**config.mk**
```make
export PLATFORM = sky130hd
export DESIGN_NAME = pong_graphics
export DESIGN_NICKNAME = d
export VERILOG_FILES = /design/src/rtl/pong_graphics.sv
export SDC_FILE = /design/constraint.sdc
export NUM_CORES = 1
export LEC_CHECK = 0
export ABC_CLOCK_PERIOD_IN_PS = 5700
export BUFFER_PORTS_ARGS = -buffer_cell sky130_fd_sc_hd__buf_4
export CAP_MARGIN = 20
export CELL_PAD_IN_SITES_DETAIL_PLACEMENT = 0
export CELL_PAD_IN_SITES_GLOBAL_PLACEMENT = 1
export CORE_MARGIN = 2
export CORE_UTILIZATION = 47
export CTS_CLUSTER_DIAMETER = 30
export CTS_CLUSTER_SIZE = 25
export DETAILED_ROUTE_END_ITERATION = 16
export PLACE_DENSITY = 0.87
export SYNTH_ARGS = -nofsm -noshare
export SYNTH_HDL_FRONTEND = slang
export SYNTH_SLANG_ARGS = --single-unit
```
**constraint.sdc**
```tcl
create_clock -name clk25M -period 5.7 [get_ports clk25M]
set_input_delay 0.855 -clock clk25M [delete_from_list [all_inputs] [get_ports clk25M]]
set_output_delay 0.855 -clock clk25M [all_outputs]
set_load 0.01 [all_outputs]
```
**src/rtl/pong_graphics.sv**
```systemverilog
// Pong pixel generator. It sits behind the VGA timing stage and holds the game
// state: a wall, a button-driven paddle, a ball and a BCD hit counter. The game
// objects move once per frame, on a tick raised at the start of vertical
// blanking, so the visible picture never tears. Colour is registered once to
// stay aligned with the registered sync outputs of the timing stage.
module pong_graphics #(
    parameter int PAD_H       = 72,
    parameter int PAD_V       = 4,
    parameter int BALL_SZ     = 8,
    parameter int BALL_V      = 2,
    parameter int MISS_FRAMES = 60
) (
    input  logic       clk25M,
    input  logic       reset,
    input  logic [9:0] hcount,
    input  logic [9:0] vcount,
    input  logic       vga_on,
    input  logic       btn_up,
    input  logic       btn_down,
    output logic [7:0] rgb,
    output logic [7:0] score,
    output logic [1:0] game_state
);
    typedef enum logic [1:0] {
        ST_WAIT = 2'd0,
        ST_PLAY = 2'd1,
        ST_MISS = 2'd2
    } state_t;

    localparam int MISS_W = $clog2(MISS_FRAMES);
    localparam logic [MISS_W-1:0] MISS_LAST = MISS_W'(MISS_FRAMES - 1);

    // Start positions: paddle and ball centred vertically, ball centred on screen.
    localparam logic [9:0]  PAD_Y0      = 10'((480 - PAD_H) / 2);
    localparam logic [9:0]  BALL_X0     = 10'(320 - BALL_SZ / 2);
    localparam logic [9:0]  BALL_Y0     = 10'(240 - BALL_SZ / 2);
    localparam logic [9:0]  PAD_V10     = 10'(PAD_V);
    localparam logic [9:0]  BALL_V10    = 10'(BALL_V);
    localparam logic [10:0] PAD_V11     = 11'(PAD_V);
    localparam logic [10:0] PAD_H11     = 11'(PAD_H);
    localparam logic [10:0] PAD_MAX     = 11'(480 - PAD_H);
    localparam logic [10:0] BALL_SZ11   = 11'(BALL_SZ);
    localparam logic [10:0] BALL_V11    = 11'(BALL_V);
    localparam logic [10:0] BOTTOM_LIM  = 11'(480 - BALL_SZ - BALL_V);
    localparam logic [10:0] WALL_LIM    = 11'(40 + BALL_V);
    localparam logic [10:0] RIGHT_LIM   = 11'(640 - BALL_SZ);
    localparam logic [10:0] PAD_X0      = 11'd600;
    localparam logic [10:0] PAD_X1      = 11'd603;
    localparam logic [10:0] WALL_X0     = 11'd32;
    localparam logic [10:0] WALL_X1     = 11'd39;

    state_t              state_reg, state_next;
    logic                tick_reg;
    logic [9:0]          pad_y_reg, pad_y_next;
    logic [9:0]          bx_reg, bx_next;
    logic [9:0]          by_reg, by_next;
    logic                dx_reg, dx_next;     // 1 = moving right
    logic                dy_reg, dy_next;     // 1 = moving down
    logic [MISS_W-1:0]   miss_reg, miss_next;
    logic [7:0]          score_reg, score_next;
    logic [7:0]          rgb_reg, rgb_next;
    logic                ball_hit_pad, ball_missed;

    // Zero-extended copies so every coordinate sum is formed without wrapping.
    logic [10:0] pad_ext, bx_ext, by_ext, h_ext, v_ext;
    assign pad_ext = {1'b0, pad_y_reg};
    assign bx_ext  = {1'b0, bx_reg};
    assign by_ext  = {1'b0, by_reg};
    assign h_ext   = {1'b0, hcount};
    assign v_ext   = {1'b0, vcount};

    function automatic logic [7:0] bcd_inc(input logic [7:0] s);
        logic [3:0] lo;
        logic [3:0] hi;
        lo = s[3:0];
        hi = s[7:4];
        if (lo == 4'd9) begin
            lo = 4'd0;
            hi = (hi == 4'd9) ? 4'd0 : hi + 4'd1;
        end else begin
            lo = lo + 4'd1;
        end
        return {hi, lo};
    endfunction

    // Paddle moves on every tick regardless of game state; opposing buttons cancel.
    always_comb begin
        pad_y_next = pad_y_reg;
        if (tick_reg) begin
            if (btn_up && !btn_down) begin
                pad_y_next = (pad_ext >= PAD_V11) ? pad_y_reg - PAD_V10 : 10'd0;
            end else if (btn_down && !btn_up) begin
                pad_y_next = (pad_ext + PAD_V11 <= PAD_MAX) ? pad_y_reg + PAD_V10 : PAD_MAX[9:0];
            end
        end
    end

    // Game FSM: serve, ball bounce/hit/miss resolution, miss hold-off.
    // The hit test uses the paddle position from before this tick's paddle move.
    always_comb begin
        state_next   = state_reg;
        bx_next      = bx_reg;
        by_next      = by_reg;
        dx_next      = dx_reg;
        dy_next      = dy_reg;
        miss_next    = miss_reg;
        score_next   = score_reg;
        ball_hit_pad = 1'b0;
        ball_missed  = 1'b0;
        if (tick_reg) begin
            case (state_reg)
                ST_WAIT: begin
                    if (btn_up || btn_down) begin
                        state_next = ST_PLAY;
                        dx_next    = 1'b1;
                        dy_next    = 1'b1;
                    end
                end
                ST_PLAY: begin
                    if (!dy_reg && by_ext <= BALL_V11) begin
                        dy_next = 1'b1;
                    end else if (dy_reg && by_ext >= BOTTOM_LIM) begin
                        dy_next = 1'b0;
                    end
                    if (!dx_reg && bx_ext <= WALL_LIM) begin
                        dx_next = 1'b1;
                    end
                    ball_hit_pad = dx_next
                                && (bx_ext + BALL_SZ11 >= PAD_X0) && (bx_ext <= PAD_X1)
                                && (by_ext + BALL_SZ11 > pad_ext) && (by_ext < pad_ext + PAD_H11);
                    ball_missed  = !ball_hit_pad && (bx_ext >= RIGHT_LIM);
                    if (ball_hit_pad) begin
                        dx_next    = 1'b0;
                        score_next = bcd_inc(score_reg);
                    end
                    if (ball_missed) begin
                        state_next = ST_MISS;
                        miss_next  = '0;
                    end else begin
                        bx_next = dx_next ? bx_reg + BALL_V10 : bx_reg - BALL_V10;
                        by_next = dy_next ? by_reg + BALL_V10 : by_reg - BALL_V10;
                    end
                end
                ST_MISS: begin
                    if (miss_reg == MISS_LAST) begin
                        state_next = ST_WAIT;
                        miss_next  = '0;
                        score_next = 8'h00;
                        bx_next    = BALL_X0;
                        by_next    = BALL_Y0;
                    end else begin
                        miss_next = miss_reg + MISS_W'(1);
                    end
                end
                default: state_next = ST_WAIT;
            endcase
        end
    end

    // Pixel colour for the raster position currently presented, by object priority.
    always_comb begin
        rgb_next = 8'h00;
        if (vga_on) begin
            if (state_reg != ST_MISS
                && h_ext >= bx_ext && h_ext < bx_ext + BALL_SZ11
                && v_ext >= by_ext && v_ext < by_ext + BALL_SZ11) begin
                rgb_next = 8'hE0;
            end else if (h_ext >= PAD_X0 && h_ext <= PAD_X1
                         && v_ext >= pad_ext && v_ext < pad_ext + PAD_H11) begin
                rgb_next = 8'h1C;
            end else if (h_ext >= WALL_X0 && h_ext <= WALL_X1) begin
                rgb_next = 8'h03;
            end
        end
    end

    // State registers; frame tick is raised the cycle after (0,480) is sampled.
    always_ff @(posedge clk25M or posedge reset) begin
        if (reset) begin
            tick_reg  <= 1'b0;
            state_reg <= ST_WAIT;
            pad_y_reg <= PAD_Y0;
            bx_reg    <= BALL_X0;
            by_reg    <= BALL_Y0;
            dx_reg    <= 1'b1;
            dy_reg    <= 1'b1;
            miss_reg  <= '0;
            score_reg <= 8'h00;
            rgb_reg   <= 8'h00;
        end else begin
            tick_reg  <= (hcount == 10'd0) && (vcount == 10'd480);
            state_reg <= state_next;
            pad_y_reg <= pad_y_next;
            bx_reg    <= bx_next;
            by_reg    <= by_next;
            dx_reg    <= dx_next;
            dy_reg    <= dy_next;
            miss_reg  <= miss_next;
            score_reg <= score_next;
            rgb_reg   <= rgb_next;
        end
    end

    assign rgb        = rgb_reg;
    assign score      = score_reg;
    assign game_state = state_reg;

endmodule

```
==> impl.org <==
** Clock tree
- CTS built an H-tree with a depth of 2.
- Setup Buffers After CTS :: 0
- Clock-pin transition on the worst setup and hold timing paths :: between 0.1 and 0.15 ns
- The clock drives 48 sinks.
- Clock tree synthesis selected as its root buffer the cell sky130_fd_sc_hd__clkbuf_8.
- Maximum clock insertion buffer count :: 2
- TritonCTS clock tree :: built
- Clock latency reported for the late side of the worst-skew pair :: 0.33 ns
- PostCTS Resize Cnt :: 0
- Cts hold-fix bufs :: 0
- Total clock buffers created by CTS :: 5

** Placed design
- Detailed placement ended at an HPWL of between 10000 and 15000 um.
- Number of port buffers :: 42
- Final weighted congestion of routability-driven global placement :: ~0.94
- Prior to clock tree synthesis, the placed netlist has a worst setup slack of roughly 1.1 ns.
- In this run the cell area measured after placement is 5630 um^2.

** STA
- Final period util :: 83.3%
- The number of endpoints with negative hold slack in the final report is 0.
- In this run the tightest slew margin relative to its limit is 27.3%.
- Total count of max-transition violations in the final report :: 0
- Across all setup checks in the final design, the least slack found is 0.951 ns.
- At the pin with the least slew margin, the transition time is between 1 and 1.5 ns.
- On the final layout, the worst clock skew is 0.00643 ns.
- Setup TNS after final layout :: 0 ns
- Subtracting the final worst setup slack from the clock period gives 4.75 ns.
- Setup repair after global routing left no endpoint under its margin.
- Fmax :: 211 MHz
- # setup viols final :: 0

** Routing
- Total Wirelength :: around 14000 um
- DR WL/cell :: 17.4 um
- The detailed router placed 4806 vias in this run.
- Post-DRT Antenna Nets :: 0
- Residual DRC :: 0
- The pre-antenna-repair detailed-routing pass consisted of 5 iterations.
- In the routed layout, each cell is associated on average with a via count of 6.05.
- Iteration-0 DRC Markers :: 380

** Cells and area
- Highest-count cells in the layout ignoring fill and taps :: sky130_fd_sc_hd__ha_1 (88), sky130_fd_sc_hd__inv_1 (49), sky130_fd_sc_hd__nand2_1 (44), sky130_fd_sc_hd__buf_4 (44), sky130_fd_sc_hd__nor2_1 (43)
- In the final design database the tool counted 767 nets.
- Most frequent standard cell in the layout excluding fill and tap cells :: sky130_fd_sc_hd__ha_1
- The finished cells cover 5770 um^2.
- Fraction of layout instances using a drive strength above 1 :: 14.1%
- P&R area growth vs syn :: 9.38%
- Antenna fix cells :: 0
- Cells fill 53.0% of the core in the end.

** Run
- Max-cap violations in this run came to 0.

** Floorplanning
- The die covers around 12000 um^2.
- The floorplan has 38 rows.
- For this configuration, the core starts out at a cell density of 48.4%.
- In this run the vertical extent of the chip is 110 um.
- The floorplan step set the die width to about 110 um.
- Core footprint :: 10900 um^2
- 43 I/O pins were placed.

** Global routing
- Entering global routing, the biggest net connects 49 pins.
- Total global-route track usage :: around 24%
- The first global-routing pass estimated 22900 um of wire.
- Summed over all layers, the global routing overflow is 0.
- The via count of the first global-routing pass was around 4600.
- The initial antenna violation count came to 0.

** Worst setup path
- In this run the worst path has a maximum fanout of 10.
- Classification of the worst setup path :: register to register
- Critical path startpoint category :: register
- Signal arrival time at the worst endpoint :: 5.00 ns
- STA puts the critical path data required time at 5.95 ns.
- Kind of end point of the critical path :: register

** Yosys
- Yosys mapped a number of flops with a built-in enable equal to 0.
- Count of different cell masters after synthesis :: 83
- For this run, asynchronously set or reset flops after synthesis account for 100%.
- For this run, the leading register cell type out of synthesis is sky130_fd_sc_hd__dfrtp_1.
- Net count after synthesis :: 741
- Sequential fraction of the synthesis area :: 23.2%
- In this run, synthesis produced a sequential element count of 48.
- For this run, the number of Yosys warnings is 0.
- After synthesis the cells add up to between 5000 and 6000 um^2.
- In this run the mean area of a mapped cell was approximately 8.4 um^2.
- Synthesis produced a netlist whose cell count is 627.

** Pwr
- VDD IR-drop max :: between 0.0001 and 0.00015 V
- Total power after layout :: 0.000749 W
- Summed over all cells, the static leakage comes to 2.50 nW.
- Areal power density over the cells :: 130 nW/um^2

** Status
- The run finished with clean final reports.

** Min path
- Hold Path Class :: register to register
## cell families after synthesis
kind of cell	count (synthesis)	synth area share [%]
AOI/OAI and AO/OA	179	23.1
DFF	48	23.2
and+or+nand+nor	205	20.7
adders and majority gates	89	21.3
xor gates and xnor gates	22	3.66
buffers and inverters	76	6.46
muxes	8	1.64
## synthesized netlist by cell type (all sizes together) (13+ instances only)
master   n  area share [%]
xnor2   18             3.0
inv     51             3.6
nand4   13             1.7
clkbuf  17             1.6
o21ai   45             4.3
nor2    43             3.1
nor3    16             1.6
nand3   29             2.9
dfstp   16             8.0
nand2   45             3.3
dfrtp   32              15
a21oi   42             4.3
ha      88              21
## worst max-delay path, stage by stage (launching register included)
cell and delay (ns):
sky130_fd_sc_hd__dfstp_2 0.65, sky130_fd_sc_hd__ha_1 0.29, sky130_fd_sc_hd__nand3_1 0.12, sky130_fd_sc_hd__xnor2_1 0.17, sky130_fd_sc_hd__ha_1 0.31, sky130_fd_sc_hd__nand4_1 0.16
sky130_fd_sc_hd__o31ai_1 0.28, sky130_fd_sc_hd__o21ai_1 0.16, sky130_fd_sc_hd__a211oi_4 0.36, sky130_fd_sc_hd__a21o_1 0.38, sky130_fd_sc_hd__ha_1 0.34, sky130_fd_sc_hd__a21oi_1 0.21
sky130_fd_sc_hd__o211ai_1 0.15, sky130_fd_sc_hd__o41a_1 0.38, sky130_fd_sc_hd__nor3_1 0.23, sky130_fd_sc_hd__a21oi_1 0.09, sky130_fd_sc_hd__a211o_1 0.31, sky130_fd_sc_hd__o211ai_1 0.08
## power breakdown
group	total, W	internal (W)	switching [W]
registers	0.000343	0.000341	0.00000183
clock network	0.000323	0.000177	0.000146
logic	0.0000827	0.0000369	0.0000458
## worst paths after layout
check	startpoint	end	slack (ns)	cells after the start
worst max register to register	by_reg[3]$_DFFE_PP1P_	bx_reg[9]$_DFFE_PP0P_	0.95	17
worst max-delay path	by_reg[3]$_DFFE_PP1P_	bx_reg[9]$_DFFE_PP0P_	0.95	17
max in group asynchronous	reset	miss_reg[4]$_DFFE_PP0P_	4.58	3
min in group asynchronous	reset	score[0]$_DFFE_PP0P_	0.69	3
worst min register to register	miss_reg[1]$_DFFE_PP0P_	miss_reg[1]$_DFFE_PP0P_	0.51	2
worst min-delay path	miss_reg[1]$_DFFE_PP0P_	miss_reg[1]$_DFFE_PP0P_	0.51	2
## layout make-up
cell class,instances,area (um^2)
clock buffers,5,68.8
fillers,1020,5120
clock inverters,3,68.8
repair buffers,44,330
flip-flops and latches,48,1220
multi-input cells,503,3710
inverters,51,191
well taps,140,175
## through the flow
step / std cells / hold slack (ns)
2_1_floorplan: 627 / 0.465
3_3_place_gp: 786 / 0.485
3_5_place_dp: 786 / 0.490
4_1_cts: 794 / 0.515
5_1_grt: 794 / 0.536
6_report: 794 / 0.515
## metal layers
layer	vias up	wire [um]	GRT usage [%]
li1	2357	-	-
met1	2269	6230	32.2
met2	150	6550	40.1
met3	30	721	3.38
met4	0	320	7.87
met5	-	0	0
Power figures use the tool's default switching activity.
